File: src/rtl/dma_pkg.sv
// Shared DMA types: descriptor, streamer error record and the channel scheduler state encoding.
package dma_pkg;

    typedef struct packed {
        logic [31:0] src_addr;
        logic [31:0] dst_addr;
        logic [31:0] num_bytes;
    } s_dma_desc_t;

    typedef enum logic [1:0] {
        DMA_NO_ERR        = 2'd0,
        DMA_RD_BUS_ERR    = 2'd1,
        DMA_WR_BUS_ERR    = 2'd2,
        DMA_UNALIGNED_ERR = 2'd3
    } dma_err_src_t;

    typedef struct packed {
        logic         valid;
        dma_err_src_t src;
        logic [31:0]  addr;
    } s_dma_error_t;

    typedef enum logic [2:0] {
        IDLE = 3'd0,
        GO   = 3'd1,
        RUN  = 3'd2,
        RPT  = 3'd3,
        ERR  = 3'd4
    } sched_st_t;

endpackage

File: src/rtl/dma_rr_arb.sv
// Combinational round-robin arbiter: grants the first requester at or after rr_ptr_i,
// searching upward and wrapping modulo NUM_CH.
module dma_rr_arb
    import dma_pkg::*;
#(
    parameter int NUM_CH = 2,
    parameter int CH_W   = $clog2(NUM_CH)
) (
    input  logic [NUM_CH-1:0] req_i,
    input  logic [CH_W-1:0]   rr_ptr_i,
    output logic [NUM_CH-1:0] gnt_o,
    output logic [CH_W-1:0]   gnt_idx_o,
    output logic              gnt_valid_o
);

    logic [CH_W-1:0] idx;

    always_comb begin
        gnt_o       = '0;
        gnt_idx_o   = '0;
        gnt_valid_o = 1'b0;
        idx         = '0;
        for (int i = 0; i < NUM_CH; i++) begin
            idx = CH_W'((int'(rr_ptr_i) + i) % NUM_CH);
            if (!gnt_valid_o && req_i[idx]) begin
                gnt_valid_o = 1'b1;
                gnt_idx_o   = idx;
                gnt_o[idx]  = 1'b1;
            end
        end
    end

endmodule

File: src/rtl/dma_chan_sched.sv
// Channel scheduler: round-robin picks a descriptor, strobes it into the read/write
// streamer pair, waits for both dones and reports per-channel completion or error.
module dma_chan_sched
    import dma_pkg::*;
#(
    parameter int NUM_CH = 2,
    parameter int CH_W   = $clog2(NUM_CH)
) (
    input  logic                     clk,
    input  logic                     rstn,
    input  logic [NUM_CH-1:0]        ch_desc_valid_i,
    input  s_dma_desc_t [NUM_CH-1:0] ch_desc_i,
    output logic [NUM_CH-1:0]        ch_desc_ready_o,
    output logic [NUM_CH-1:0]        ch_done_o,
    output logic [NUM_CH-1:0]        ch_err_o,
    output logic                     dma_go_o,
    output s_dma_desc_t              dma_desc_o,
    output logic                     rd_stream_valid_o,
    output logic                     wr_stream_valid_o,
    input  logic                     rd_stream_done_i,
    input  logic                     wr_stream_done_i,
    input  s_dma_error_t             rd_stream_err_i,
    input  s_dma_error_t             wr_stream_err_i,
    output s_dma_error_t             dma_error_o,
    output logic                     busy_o,
    output logic [CH_W-1:0]          active_ch_o
);

    sched_st_t    state_q, state_d;
    logic [CH_W-1:0] rr_ptr_q, rr_ptr_d;
    logic [CH_W-1:0] active_ch_q, active_ch_d;
    s_dma_desc_t  desc_q, desc_d;
    s_dma_error_t err_q, err_d;
    logic         rd_seen_q, rd_seen_d;
    logic         wr_seen_q, wr_seen_d;
    logic         err_pulse_q, err_pulse_d;

    logic [NUM_CH-1:0] gnt;
    logic [CH_W-1:0]   gnt_idx;
    logic              gnt_valid;
    logic [NUM_CH-1:0] act_oh;

    dma_rr_arb #(
        .NUM_CH (NUM_CH),
        .CH_W   (CH_W)
    ) u_arb (
        .req_i       (ch_desc_valid_i),
        .rr_ptr_i    (rr_ptr_q),
        .gnt_o       (gnt),
        .gnt_idx_o   (gnt_idx),
        .gnt_valid_o (gnt_valid)
    );

    always_ff @(posedge clk or negedge rstn) begin
        if (!rstn) begin
            state_q     <= IDLE;
            rr_ptr_q    <= '0;
            active_ch_q <= '0;
            desc_q      <= '0;
            err_q       <= '0;
            rd_seen_q   <= 1'b0;
            wr_seen_q   <= 1'b0;
            err_pulse_q <= 1'b0;
        end else begin
            state_q     <= state_d;
            rr_ptr_q    <= rr_ptr_d;
            active_ch_q <= active_ch_d;
            desc_q      <= desc_d;
            err_q       <= err_d;
            rd_seen_q   <= rd_seen_d;
            wr_seen_q   <= wr_seen_d;
            err_pulse_q <= err_pulse_d;
        end
    end

    always_comb begin
        state_d     = state_q;
        rr_ptr_d    = rr_ptr_q;
        active_ch_d = active_ch_q;
        desc_d      = desc_q;
        err_d       = err_q;
        rd_seen_d   = rd_seen_q;
        wr_seen_d   = wr_seen_q;
        err_pulse_d = 1'b0;
        case (state_q)
            IDLE: begin
                if (gnt_valid) begin
                    desc_d      = ch_desc_i[gnt_idx];
                    active_ch_d = gnt_idx;
                    rr_ptr_d    = (gnt_idx == CH_W'(NUM_CH - 1)) ? '0 : gnt_idx + 1'b1;
                    state_d     = (ch_desc_i[gnt_idx].num_bytes == '0) ? RPT : GO;
                end
            end
            GO: begin
                rd_seen_d = 1'b0;
                wr_seen_d = 1'b0;
                state_d   = RUN;
            end
            RUN: begin
                // Errors beat dones in the same cycle; the read side wins if both fault.
                if (rd_stream_err_i.valid || wr_stream_err_i.valid) begin
                    err_d       = rd_stream_err_i.valid ? rd_stream_err_i : wr_stream_err_i;
                    err_pulse_d = 1'b1;
                    state_d     = ERR;
                end else begin
                    rd_seen_d = rd_seen_q | rd_stream_done_i;
                    wr_seen_d = wr_seen_q | wr_stream_done_i;
                    if (rd_seen_d && wr_seen_d) begin
                        state_d = RPT;
                    end
                end
            end
            RPT:     state_d = IDLE;
            ERR:     state_d = ERR;
            default: state_d = IDLE;
        endcase
    end

    assign act_oh = NUM_CH'(1) << active_ch_q;

    // Ready is masked by reset so the arbiter cannot expose a grant while the block is held.
    assign ch_desc_ready_o   = (state_q == IDLE && rstn) ? gnt : '0;
    assign ch_done_o         = (state_q == RPT) ? act_oh : '0;
    assign ch_err_o          = err_pulse_q ? act_oh : '0;
    assign dma_go_o          = (state_q == GO);
    assign dma_desc_o        = desc_q;
    assign rd_stream_valid_o = (state_q == RUN) && !rd_seen_q;
    assign wr_stream_valid_o = (state_q == RUN) && !wr_seen_q;
    assign dma_error_o       = err_q;
    assign busy_o            = (state_q != IDLE);
    assign active_ch_o       = active_ch_q;

endmodule
File: config.mk
export PLATFORM = sky130hd
export DESIGN_NAME = dma_chan_sched
export DESIGN_NICKNAME = d
export VERILOG_FILES = /design/src/rtl/dma_pkg.sv /design/src/rtl/dma_rr_arb.sv /design/src/rtl/dma_chan_sched.sv
export SDC_FILE = /design/constraint.sdc
export NUM_CORES = 1
export LEC_CHECK = 0
export ABC_AREA = 0
export ABC_CLOCK_PERIOD_IN_PS = 3100
export BUFFER_PORTS_ARGS = -buffer_cell sky130_fd_sc_hd__buf_2
export CAP_MARGIN = 20
export CORE_AREA = 10 10 150 152
export DETAILED_ROUTE_END_ITERATION = 8
export DIE_AREA = 0 0 160 162
export HOLD_SLACK_MARGIN = 0.02
export PLACE_DENSITY = 0.72
export SYNTH_ARGS = -nofsm -noshare
export SYNTH_HDL_FRONTEND = slang
export SYNTH_SLANG_ARGS = --single-unit
File: constraint.sdc
create_clock -name clk -period 3.1 [get_ports clk]
set_input_delay 0.62 -clock clk [delete_from_list [all_inputs] [get_ports clk]]
set_output_delay 0.62 -clock clk [all_outputs]
set_load 0.1 [all_outputs]
# == Yosys cells after proc, flatten, opt, wreduce, memory -nomap -nowiden ==
# Index checks and enable logic that the tools add are counted.
# word_totals
output_inout_bits,142
regBits,139
wordCells,81
# classes
n_reduce_logical,19
n_shift,1
n_bitwise,3
addsub,2
n_eq_ne,7
n_lt_le_gt_ge,5
n_mux,32
# op_table
operator,n
$mux 96,2
$mux 35,1
$logic_not 32->1,1
$mux 1,15
$mux 2,6
$pmux 3 s4,1
$mux 3,3
$reduce_and 2->1,4
$logic_and 1x1->1,7
$eq 3x2->1 const B,2
$lt 1x2->1 const B,3
$ne 2x2->1 const B,2
$pmux 1 s2,2
$eq 3x1->1 const B,1
$eq 3x3->1 const B,1
$logic_not 1->1,3
$logic_not 3->1,1
$ne 3x3->1 const B,1
$reduce_bool 3->1,1
$add 1x1->1 const B,2
$demux 1 s1,2
$ge 1x1->1 const B,2
$or 1x1->1,2
$or 2x2->2,1
3 further kinds,3

# == Depth between registers and ports, before layout ==
# depth
word_depth,12
mapped_depth,8

# == By module ==
# Synthesis repeated with hierarchy kept, for this count alone.
# hier_totals
hier_cells,651
area_unflattened_um2,6588.8
# modules_own_cells
mod,area_per_inst_um2,instances,seq_area_each_um2,cells_each
dma_chan_sched,6556.3,1,3478.3,646
dma_rr_arb,32.5,1,0.0,5

# == Least setup slack after synthesis ==
# OpenSTA, ideal clock, no wires.
# synth_path
path_kind,reg-to-output
startpoint,register state_q[2]
endpoint,output ch_desc_ready_o[0]
slack_ps,-939
stages_incl_launch_ff,4
arrival_time_ps,3419
required_ps,2480
cell_sequence,dfrtp_1 -> nor3_4 -> inv_1 -> nor3_1
# synth_between
elab_chain_len,3
# synth_rtl
element,line_no,rtl
start: declaration,dma_chan_sched.sv:29,"sched_st_t state_q, state_d;"
start signal: assignment,dma_chan_sched.sv:65,state_q <= state_d;
$logic_not 3->1,dma_chan_sched.sv:122,assign ch_desc_ready_o = (state_q == IDLE && rstn) ? gnt : '0;
$logic_and 1x1->1,dma_chan_sched.sv:122,
$mux 2,dma_chan_sched.sv:122,
end: declaration,dma_chan_sched.sv:13,"output logic [NUM_CH-1:0] ch_desc_ready_o,"
# Every way passes these cells.

# == Final worst setup path ==
# Ends and elaborated chain as after synthesis.

==> results.md <==
- Status: complete, no violations
- Clock sink total: 139
- Post-CTS resize count: 0
- Final #Nets: 1322
- Reg-to-Reg End: dma_desc_o[77]$_DFFE_PN0P_
- HPWL Detailed: 19.7 mm
- Yosys top cell by area: dfrtp_1
- Post-Layout Cell Count: 1333
- Area contributors post-synth: dfrtp_1 (52%), mux2i_1 (20%), nand2_1 (5.6%)
- CTS tree: yes
- R2R Setup Slk: 1.20 ns
- Post-synthesis compound-gate area fraction: 11.2%
- Clk_lat worst skew: 0.41 ns
- Drc violations: 0
- Synthesized area: 0.00667 mm²
- Register area share after synthesis: 52.2%
- Hold Buf Count CTS: 0
- Number of antenna-violating nets in the routed design: 0
- Mapped Cells: 647
- Die width: 160 µm
- DIE AREA: 0.0259 mm²
- Die height: 162 µm
- Final Slew Violations: 0
- Main synth FF type: dfrtp_1
- # port buffers: 409
- RSZ-0062 raised after global routing: false
- Crit path capture type: primary output
- Clock tree buffer depth: 2
- Fmax: 375 MHz
- Initial antenna violation count: 1
- Avg WL per Cell: 18.0 µm
- Vias post-DR: 6178
- CTS H-tree depth: 4
- R2R Path Start: rr_ptr_q$_DFFE_PN0P_
- Startpoint Class: flip-flop
- Crit share post-route: 85.9%
- IO Count: 410
- Largest net degree at the start of global routing: 96
- Fin Setup TNS: 0 ns
- Total CTS buffers: 17
- Worst Reg-to-Reg Cells: 4
- Slew headroom: 38.7%
- Count leader, synth: dfrtp_1
- Core box area: 0.0194 mm²
- First-pass detailed-route iteration total: 4
- Clock-pin transition on the worst setup and hold timing paths: 0.06 ns
- Post-Route WL: 24.0 mm
- CP Data Arrival Time: 2.04 ns
- Post-layout instance area: 0.00957 mm²
- Yosys reg bits: 139
- Layout area overhead: 43.5%
- First-pass GRT wire length: 36.5 mm
- DRT iter0 DRCs: 293
- Mux cell area share after synthesis: 19.8%
- Number of core rows: 51
- Avg Cell Area, Syn: 10.3 µm²
- Post-synthesis xor/xnor area fraction: 0%
- WP data required: 2.48 ns
- Post-DP Area: 0.00899 mm²
- Worst Tran Pin Value: 0.919 ns
- Starting Density: 34.4%
- Vias in the first global route: 6571
- Top cells by count, synth: dfrtp_1 (139), mux2i_1 (132), nand2_1 (100), o21ai_1 (71), nor2_1 (46)
- Clk_skew: 0.0102 ns
- Largest family of logic cells by synthesized area: multiplexers
- Simple-gate share of the synthesized area: 12.0%
- Ys async rst share: 100%
- Post-synthesis adder-cell area fraction: 0.150%
- Congestion Overflow GR: 0
- EDFF count, synth: 0
- Setup slack at placement: 0.792 ns
- Yosys Warn Count: 0
- GRT Resource Usage Total: 17.6%
- Max-cap violations: 0
- Distinct cells, synth: 36
- Top-area cell type share of the netlist area: 52.2%
- # setup viols final: 0
- Fin crit period: 2.66 ns
- Via density: 4.63
- Placer Congestion: 0.928
- PnR worst setup slack: 0.436 ns
- Final hold violations: 0
- Share of layout cells above drive strength 1: 44.4%
- Placed cells: 1300
- Crit path max fanout: 7
- CTS root buf: clkbuf_16
- Syn Nets: 915
- Critical path class: flip-flop to primary output
- Setup bufs post-CTS: 0
- Hold Crit Class: primary input to async pin
[registers in the layout, indices dropped and copies added (netlist names)]
register / cells
rd_seen_q: 1
wr_seen_q: 1
err_pulse_q: 1
rr_ptr_q: 1
dma_desc_o: 96
active_ch_o: 1
state_q: 3
dma_error_o: 35
[per-stage QoR]
step | hold WS [ns] | utilization [%]
final | 0.0542 | 49.3
after global routing | 0.0361 | 49.3
after global placement | 0.454 | 46.3
after floorplan | 0.324 | -
after detailed placement | 0.463 | 46.3
after CTS | 0.0391 | 49.3
[layout by cell type (no fill, tap or decap), drive strengths merged]
cell / count
o221ai: 1
nor4: 10
o21ai: 100
maj3: 1
o211a: 1
diode: 1
or2: 1
o21a: 2
buf: 432
a31oi: 1
dfrtp: 139
clkbuf: 19
and2: 1
nand4: 2
clkinv: 5
nand3: 4
a2111oi: 1
nand2b: 3
nand2: 100
a21oi: 39
inv: 6
nor3: 9
nor2b: 2
clkinvlp: 3
bufinv: 1
nor2: 48
mux2i: 132
nand3b: 1
nor3b: 1
and3: 2
[cells by family after synthesis]
group | count (synthesis)
compound gates | 145
fa+ha+maj | 1
buf+inv | 46
flops | 139
mux | 132
simple gates | 184
[worst max-delay path, stage by stage, from the launching register on]
cell     delay [ns]
dfrtp_1        0.49
nor3_4         0.35
inv_1          0.19
nor3_2         0.17
buf_2          0.44
[metal layers]
layer | routed length [µm] | up-vias | GRT usage (%)
li1 | - | 3075 | -
met3 | 2190 | 14 | 7.25
met4 | 247 | 0 | 4.01
met2 | 12300 | 267 | 31.2
met5 | 0 | - | 0
met1 | 9230 | 2822 | 19.1
[layout make-up]
type	instances	area [µm²]
clock inverter	13	134
inverter	2	7.51
clock buffer	19	443
fill	1924	9830
antenna	1	2.50
sequential	139	3480
tap	265	332
multi-input combinational	462	2910
timing repair buffer	432	2260
[how the worst max path moves through the flow]
stage,to,cells past startpoint,from
3_3_place_gp,ch_desc_ready_o[1],5,ch_desc_valid_i[0]
6_report,ch_desc_ready_o[0],4,state_q[2]$_DFFE_PN0P_
3_5_place_dp,ch_desc_ready_o[1],5,ch_desc_valid_i[0]
5_1_grt,ch_desc_ready_o[0],4,state_q[2]$_DFFE_PN0P_
4_1_cts,ch_desc_ready_o[0],4,state_q[2]$_DFFE_PN0P_
2_1_floorplan,ch_desc_ready_o[0],3,state_q[2]$_DFFE_PN0P_
Power is not shown: default switching activity piles up to over one toggle a cycle in this logic, so the estimate is an artifact.
